<file path="config.mk">
export PLATFORM = sky130hd
export DESIGN_NAME = wb_port_arbiter
export DESIGN_NICKNAME = d
export VERILOG_FILES = /design/src/rtl/wb_port_arbiter.sv
export SDC_FILE = /design/constraint.sdc
export NUM_CORES = 1
export LEC_CHECK = 0
export CORE_MARGIN = 2
export CORE_UTILIZATION = 49
export DETAILED_ROUTE_END_ITERATION = 8
export PLACE_DENSITY = 0.88
export SLEW_MARGIN = 10
export SYNTH_ARGS = -nofsm -noshare
export SYNTH_HDL_FRONTEND = slang
export SYNTH_SLANG_ARGS = --single-unit
</file>
<file path="constraint.sdc">
create_clock -name clk -period 6 [get_ports clk]
set_input_delay 0.9 -clock clk [delete_from_list [all_inputs] [get_ports clk]]
set_output_delay 0.9 -clock clk [all_outputs]
set_load 0.01 [all_outputs]
</file>
<file path="src/rtl/wb_port_arbiter.sv">
// Write-back port arbiter: shares the single register-file write port between the
// pipeline write-back stage and a small FIFO of multiply/divide results.
module wb_port_arbiter #(
  parameter int DEPTH      = 2,
  parameter int STARVE_MAX = 4
) (
  input  logic        clk,
  input  logic        reset,
  input  logic        RegWriteW,
  input  logic [4:0]  RdW,
  input  logic [31:0] ResultW,
  input  logic        MdValid,
  input  logic [4:0]  MdRd,
  input  logic [31:0] MdResult,
  output logic        MdReady,
  output logic        RfWE,
  output logic [4:0]  RfA3,
  output logic [31:0] RfWD,
  output logic        StallW,
  output logic [3:0]  MdPending
);

  localparam int PW = (DEPTH > 1) ? $clog2(DEPTH) : 1;
  localparam int CW = (STARVE_MAX > 0) ? $clog2(STARVE_MAX + 1) : 1;
  localparam logic [3:0]    DEPTH_C = 4'(DEPTH);
  localparam logic [CW-1:0] SMAX_C  = CW'(STARVE_MAX);

  logic [4:0]    r_rd_mem   [DEPTH];
  logic [31:0]   r_data_mem [DEPTH];
  logic [PW-1:0] r_wptr;
  logic [PW-1:0] r_rptr;
  logic [3:0]    r_count;
  logic [CW-1:0] r_starve;

  logic w_empty;
  logic w_pipe_vld;
  logic w_starved;
  logic w_enq;
  logic w_deq;
  logic w_pipe_win;

  assign w_empty    = (r_count == 4'd0);
  assign w_pipe_vld = RegWriteW && (RdW != 5'd0);
  assign w_starved  = (r_starve == SMAX_C) && !w_empty;
  // Readiness looks only at stored occupancy, so a same-cycle dequeue never frees a slot early.
  assign MdReady    = !reset && (r_count < DEPTH_C);
  assign w_enq      = MdValid && MdReady && (MdRd != 5'd0);
  assign MdPending  = r_count;

  // Write-port priority: starved MD head, then pipeline, then MD head, else idle.
  always_comb begin
    RfWE       = 1'b0;
    RfA3       = 5'd0;
    RfWD       = 32'd0;
    StallW     = 1'b0;
    w_deq      = 1'b0;
    w_pipe_win = 1'b0;
    if (reset) begin
      RfWE = 1'b0;
    end else if (w_starved) begin
      RfWE   = 1'b1;
      RfA3   = r_rd_mem[r_rptr];
      RfWD   = r_data_mem[r_rptr];
      StallW = 1'b1;
      w_deq  = 1'b1;
    end else if (w_pipe_vld) begin
      RfWE       = 1'b1;
      RfA3       = RdW;
      RfWD       = ResultW;
      w_pipe_win = 1'b1;
    end else if (!w_empty) begin
      RfWE  = 1'b1;
      RfA3  = r_rd_mem[r_rptr];
      RfWD  = r_data_mem[r_rptr];
      w_deq = 1'b1;
    end else begin
      RfWE = 1'b0;
    end
  end

  always_ff @(posedge clk) begin
    if (w_enq) begin
      r_rd_mem[r_wptr]   <= MdRd;
      r_data_mem[r_wptr] <= MdResult;
    end
  end

  always_ff @(posedge clk) begin
    if (reset) begin
      r_wptr   <= '0;
      r_rptr   <= '0;
      r_count  <= 4'd0;
      r_starve <= '0;
    end else begin
      if (w_enq) begin
        r_wptr <= r_wptr + PW'(1);
      end
      if (w_deq) begin
        r_rptr <= r_rptr + PW'(1);
      end
      case ({w_enq, w_deq})
        2'b10:   r_count <= r_count + 4'd1;
        2'b01:   r_count <= r_count - 4'd1;
        default: r_count <= r_count;
      endcase
      // Counts pipeline wins while MD results wait; any dequeue restarts the window.
      if (w_deq || w_empty) begin
        r_starve <= '0;
      end else if (w_pipe_win) begin
        r_starve <= r_starve + CW'(1);
      end else begin
        r_starve <= r_starve;
      end
    end
  end

endmodule

</file>
* Word level (Yosys, flattened, before mapping)
Memory sizes are Yosys's and may differ from the RTL's. A register that Yosys moved wholly into a read port is not among the register bits.
Index checks and enable logic that the tools add are counted.
Widths: inputs -> output; s select.
** Word-level totals
- Flip-flop bits (word level) :: 9
- Bits in latches :: 0
- Bits in writable memories :: 74
- Bits in read-only memories :: 0
- Bits of input ports :: 78
- Output and inout bits :: 44
- Memories :: 2
** Cells by class
- Add/sub/neg operators :: 5
- $mul :: 0
- Div/mod/pow operators :: 0
- Magnitude comparators :: 1
- Equal/unequal tests :: 3
- Shift-type cells :: 0
- Multiplexer cells :: 27
- Bitwise logic cells :: 0
- Reductions and logical operators :: 13
** Memories
- r_data_mem :: depth 2, width 32, read ports 1, clocked after memory_dff 1, wr ports 1, line 29 : logic [31:0] r_data_mem [DEPTH];
- r_rd_mem :: depth 2, width 5, read ports 1, clocked after memory_dff 1, wr ports 1, line 28 : logic [4:0] r_rd_mem [DEPTH];
** Operators with widths (count)
- $mux 32 :: 4
- $mux 5 :: 4
- $mux 1 :: 18
- $reduce_bool 5->1 :: 2
- $pmux 4 s2 :: 1
- $logic_and 1x1->1 :: 5
- $add 4x1->4 const B :: 1
- $logic_not 4->1 :: 1
- $lt 4x2->1 const B :: 1
- $sub 4x1->4 const B :: 1
- $add 3x1->3 const B :: 1
- $eq 3x3->1 const B :: 1
- $add 1x1->1 const B :: 2
- $eq 2x1->1 const B :: 1
- $eq 2x2->1 const B :: 1
- $logic_not 1->1 :: 2
- $reduce_bool 2->1 :: 1
- $reduce_or 2->1 :: 1
- $logic_or 1x1->1 :: 1

* Logic depth before layout (Yosys ltp)
- Word-level depth :: 7
- Depth in mapped cells :: 15

* Worst setup path after synthesis
OpenSTA, ideal clock, no wires.
- Path type :: input to register
- Start :: in reset
- End :: mem r_data_mem[0][0], enable pin
- Arrival time :: 3.238 ns
- Data required time :: 5.569 ns
- Slack :: 2.331 ns
- Stages on the path :: 3
- Path buffers :: 0
- Cell sequence :: nor4_1 -> o211ai_1 -> nor2_1
** On the way
- Word-level cells in the longest chain between the ends :: 6
** Ends and longest elaborated chain
- start: declaration :: line 8 : input logic reset,
- $logic_not 1->1 :: line 46 : assign MdReady = !reset && (r_count < DEPTH_C);
- $logic_and 1x1->1 :: line 46
- $logic_and 1x1->1 (2 in series) :: line 47 : assign w_enq = MdValid && MdReady && (MdRd != 5'd0);
- $mux 1 :: line 82 : if (w_enq) begin
- $mux 1 (not written as such) :: line 84 : r_data_mem[r_wptr] <= MdResult;
- end: declaration :: line 29
Every way passes these cells.

* Worst setup path after layout
- Start :: in RdW[0]
- End :: out RfWD[12]
** On the way
- Word-level cells in the longest chain between the ends :: 5
** Ends and longest elaborated chain
- start: declaration :: line 10 : input logic [4:0] RdW,
- $reduce_bool 5->1 :: line 43 : assign w_pipe_vld = RegWriteW && (RdW != 5'd0);
- $logic_and 1x1->1 :: line 43
- $mux 32 :: line 66 : end else if (w_pipe_vld) begin
- $mux 32 :: line 60 : end else if (w_starved) begin
- $mux 32 :: line 58 : if (reset) begin
- end: declaration :: line 18 : output logic [31:0] RfWD,
Every way passes these cells.

==> impl_metrics.env <==
export IMPL_met2_wirelength_mm=3.95
export IMPL_hold_viol_final=0
export IMPL_synth_fp_nets=314
export IMPL_clock_sinks=84
export IMPL_fillCellCount=490
export IMPL_peakVddDrop_v=0.000165
export IMPL_rsz0062_at_grt="no"
export IMPL_wl_per_cell_um=16.7
export IMPL_cts_buffers=9
export IMPL_r2r_start="MdPending[1]"
export IMPL_maxCapViolCount=0
export IMPL_detail_route_antenna_nets=0
export IMPL_fin_nets=435
export IMPL_power_density_nw_per_um2=294
export IMPL_yosys_warnings=0
export IMPL_fin_crit_sh_pct=74.8
export IMPL_slowest_delay_ns=0.58
export IMPL_dp_worst_setup_slack_ns=1.49
export IMPL_instances_no_fill=455
export IMPL_regArea_sq_um=2420
export IMPL_cts_tree="done"
export IMPL_area_growth_pct=43.3
export IMPL_cts_setup_buffers=0
export IMPL_drive_above_1_share_pct=7.58
export IMPL_seq_area_frac_synth_pct=67.6
export IMPL_crit_family="buffers and inverters"
export IMPL_cts_clk_slew_worst_paths_ns=0.08
export IMPL_grt_first_pass_wirelength_mm=11.0
export IMPL_wl_met1_mm=3.14
export IMPL_synth_seq_cells=84
export IMPL_hold_path_class="flip-flop to flip-flop"
export IMPL_cts_resized_gates=0
export IMPL_skew_ns=0.0126
export IMPL_syn_area_sq_um=3580
export IMPL_setup_tns_ns=0
export IMPL_detail_route_vias_per_cell=5.23
export IMPL_whs_path_depth=1
export IMPL_whs_endpoint="r_starve[0]"
export IMPL_min_delay_start="r_starve[0]"
export IMPL_setup_ws_ns=1.51
export IMPL_top_layer="met4"
export IMPL_drv_slew=0
export IMPL_dpl_cell_count=439
export IMPL_vias=2381
export IMPL_grt_max_degree=38
export IMPL_r2r_cells=8
export IMPL_clockBufferDepth=2
export IMPL_rows=31
export IMPL_run_status="completed"
export IMPL_htreeDepth=3
export IMPL_diodes=0
export IMPL_multiInputGateArea_sq_um=1080
export IMPL_root_buffer="clkbuf_8"
export IMPL_num_io_pins=122
export IMPL_syn_mean_instance_area_sq_um=15.6
export IMPL_core_area_sq_um=7180
export IMPL_wl_mm=7.62
export IMPL_overflow=0
export IMPL_placed_area_sq_um=4880
export IMPL_hpwl_mm=5.28
export IMPL_drt_iter0_markers=85
export IMPL_r2r_slack_ns=3.27
export IMPL_post_route_min_period_ns=4.49
export IMPL_total_power_w=0.00151
export IMPL_wl_met3_um=445
export IMPL_start_util_pct=49.9
export IMPL_track_usage_pct=18.7
export IMPL_cp_end_kind="output port"
export IMPL_cts_hold_buffers=0
export IMPL_place_congestion=0.731
export IMPL_clkLatencyLatePin_ns=0.34
export IMPL_path_buf_inv=3
export IMPL_die_x_um=89.5
export IMPL_grt_pass1_vias=2332
export IMPL_crit_arrival_ns=3.59
export IMPL_antenna_found_initial=0
export IMPL_route_detailed_drc=0
export IMPL_io_buffers=121
export IMPL_crit_path_start_kind="input pin"
export IMPL_critPathMostFrequentCell="clkdlybuf4s50_1"
export IMPL_final_area_sq_um=5130
export IMPL_ys_types=32
export IMPL_setup_viol=0
export IMPL_dr_pass1_iters=4
export IMPL_cpMaxStageDelayCell="or4_4"
export IMPL_relSlewSlack_pct=19.9
export IMPL_worst_pin_slew_ns=1.20
export IMPL_cp_required_ns=5.10
export IMPL_cp_max_fo=21
export IMPL_die_area_sq_um=8010
export IMPL_cp_cell_sequence="clkdlybuf4s50_1, or4_4, o21ai_0, nor3_4, buf_4, o2bb2ai_1, clkdlybuf4s50_1"
export IMPL_netlist_instances=230
export IMPL_r2r_end="MdPending[3]"
export IMPL_die_h_um=89.5
export IMPL_max_freq_mhz=223
export IMPL_path_class="input pin to output port"
export IMPL_power_leakage_nw=1.65
[worst max path at each step]
stage / start / end / depth (start not counted)
global placement: RdW[0] / RfWD[15] / 7
detailed placement: RdW[0] / RfWD[16] / 7
CTS: RdW[0] / RfWD[12] / 7
global route: RdW[0] / RfWD[8] / 7
finish: RdW[0] / RfWD[12] / 7
floorplan: reset / r_data_mem[0][0] / 3
[per-layer routing]
metal  vias up  global-route usage, %
li1       1159                      -
met1      1140                   22.5
met2        75                   33.1
met3         7                   4.06
met4         0                   6.65
met5         -                      0
[worst reg2reg max path: stages (launching register included)]
cell      delay [ns]
dfxtp_1         0.39
nor4_1          0.36
o211ai_1        0.33
ha_1            0.35
ha_1            0.33
a21oi_1         0.18
a21oi_1         0.10
or4_1           0.47
a21oi_1         0.14
[cell usage in the layout, fill, tap and decap left out, drive strengths merged, types with 3 or more instances in the layout]
cell type and count:
a21oi 8, o2bb2ai 37, nor2 12, mux2i 38, dfxtp 10, clkdlybuf4s50 121, clkbuf 9, bufinv 3
or4 3, inv 10, edfxtp 74, ha 5, nor3 3
[cells in the mapped netlist]
cell,instances,share of area [%]
xor2_1,2,0.49
nor3b_1,1,0.21
nor4_1,1,0.17
o31ai_1,1,0.21
nor3_1,2,0.28
edfxtp_1,74,62
or4_1,2,0.42
nor4_2,1,0.35
clkbuf_1,6,0.63
xnor2_1,1,0.24
or2_2,1,0.17
o21ai_0,2,0.28
and3_2,1,0.21
buf_6,3,0.94
or3_1,1,0.17
dfxtp_1,10,5.6
and3_1,1,0.17
inv_1,7,0.73
o211ai_1,1,0.21
fa_1,1,0.56
nor2_1,12,1.3
o211a_1,1,0.28
ha_1,5,1.7
nor3_2,1,0.28
nand2_1,2,0.21
o211ai_2,1,0.35
or4_4,1,0.31
a21oi_1,8,1.1
nand3_1,1,0.14
buf_2,4,0.56
mux2i_1,38,11
o2bb2ai_1,37,9.0
[final cells by class]
class	count	share of cell area, %
tap	99	2.41
inverter	7	0.512
clock inverter	7	2.54
timing repair buffer	123	23.9
clock buffer	9	2.41
multi-input combinational	126	21.0
sequential	84	47.2
[flip-flops by register name, indices dropped and copies added, names as in the netlist, named ones only]
| register | cells |
|---|---|
| r_data_mem | 64 |
| r_starve | 3 |
| r_rptr | 1 |
| r_rd_mem | 10 |
| MdPending | 4 |
| r_wptr | 1 |
[logic make-up after synthesis]
family,Yosys count,synth area share (%)
flip-flops,84,67.6
AO/OA/AOI/OAI,51,11.5
multiplexers,38,10.6
AND/OR/NAND/NOR,28,4.37
buffers and inverters,20,2.86
adder cells (fa/ha/maj),6,2.31
XOR/XNOR,3,0.734
[through the flow]
stage | utilization, % | hold WS (ns)
floorplan | - | 0.427
global placement | 68.0 | 0.445
detailed placement | 68.0 | 0.458
CTS | 71.5 | 0.470
global route | 71.5 | 0.487
finish | 71.5 | 0.464
[report_power, final]
| group | internal (W) | switching [W] | leakage, nW |
|---|---|---|---|
| Clock | 0.000284 | 0.000206 | 0.128 |
| Sequential | 0.000681 | 0.0000443 | 0.760 |
| Combinational | 0.000170 | 0.000126 | 0.763 |
(Power assumes the default switching activity.)
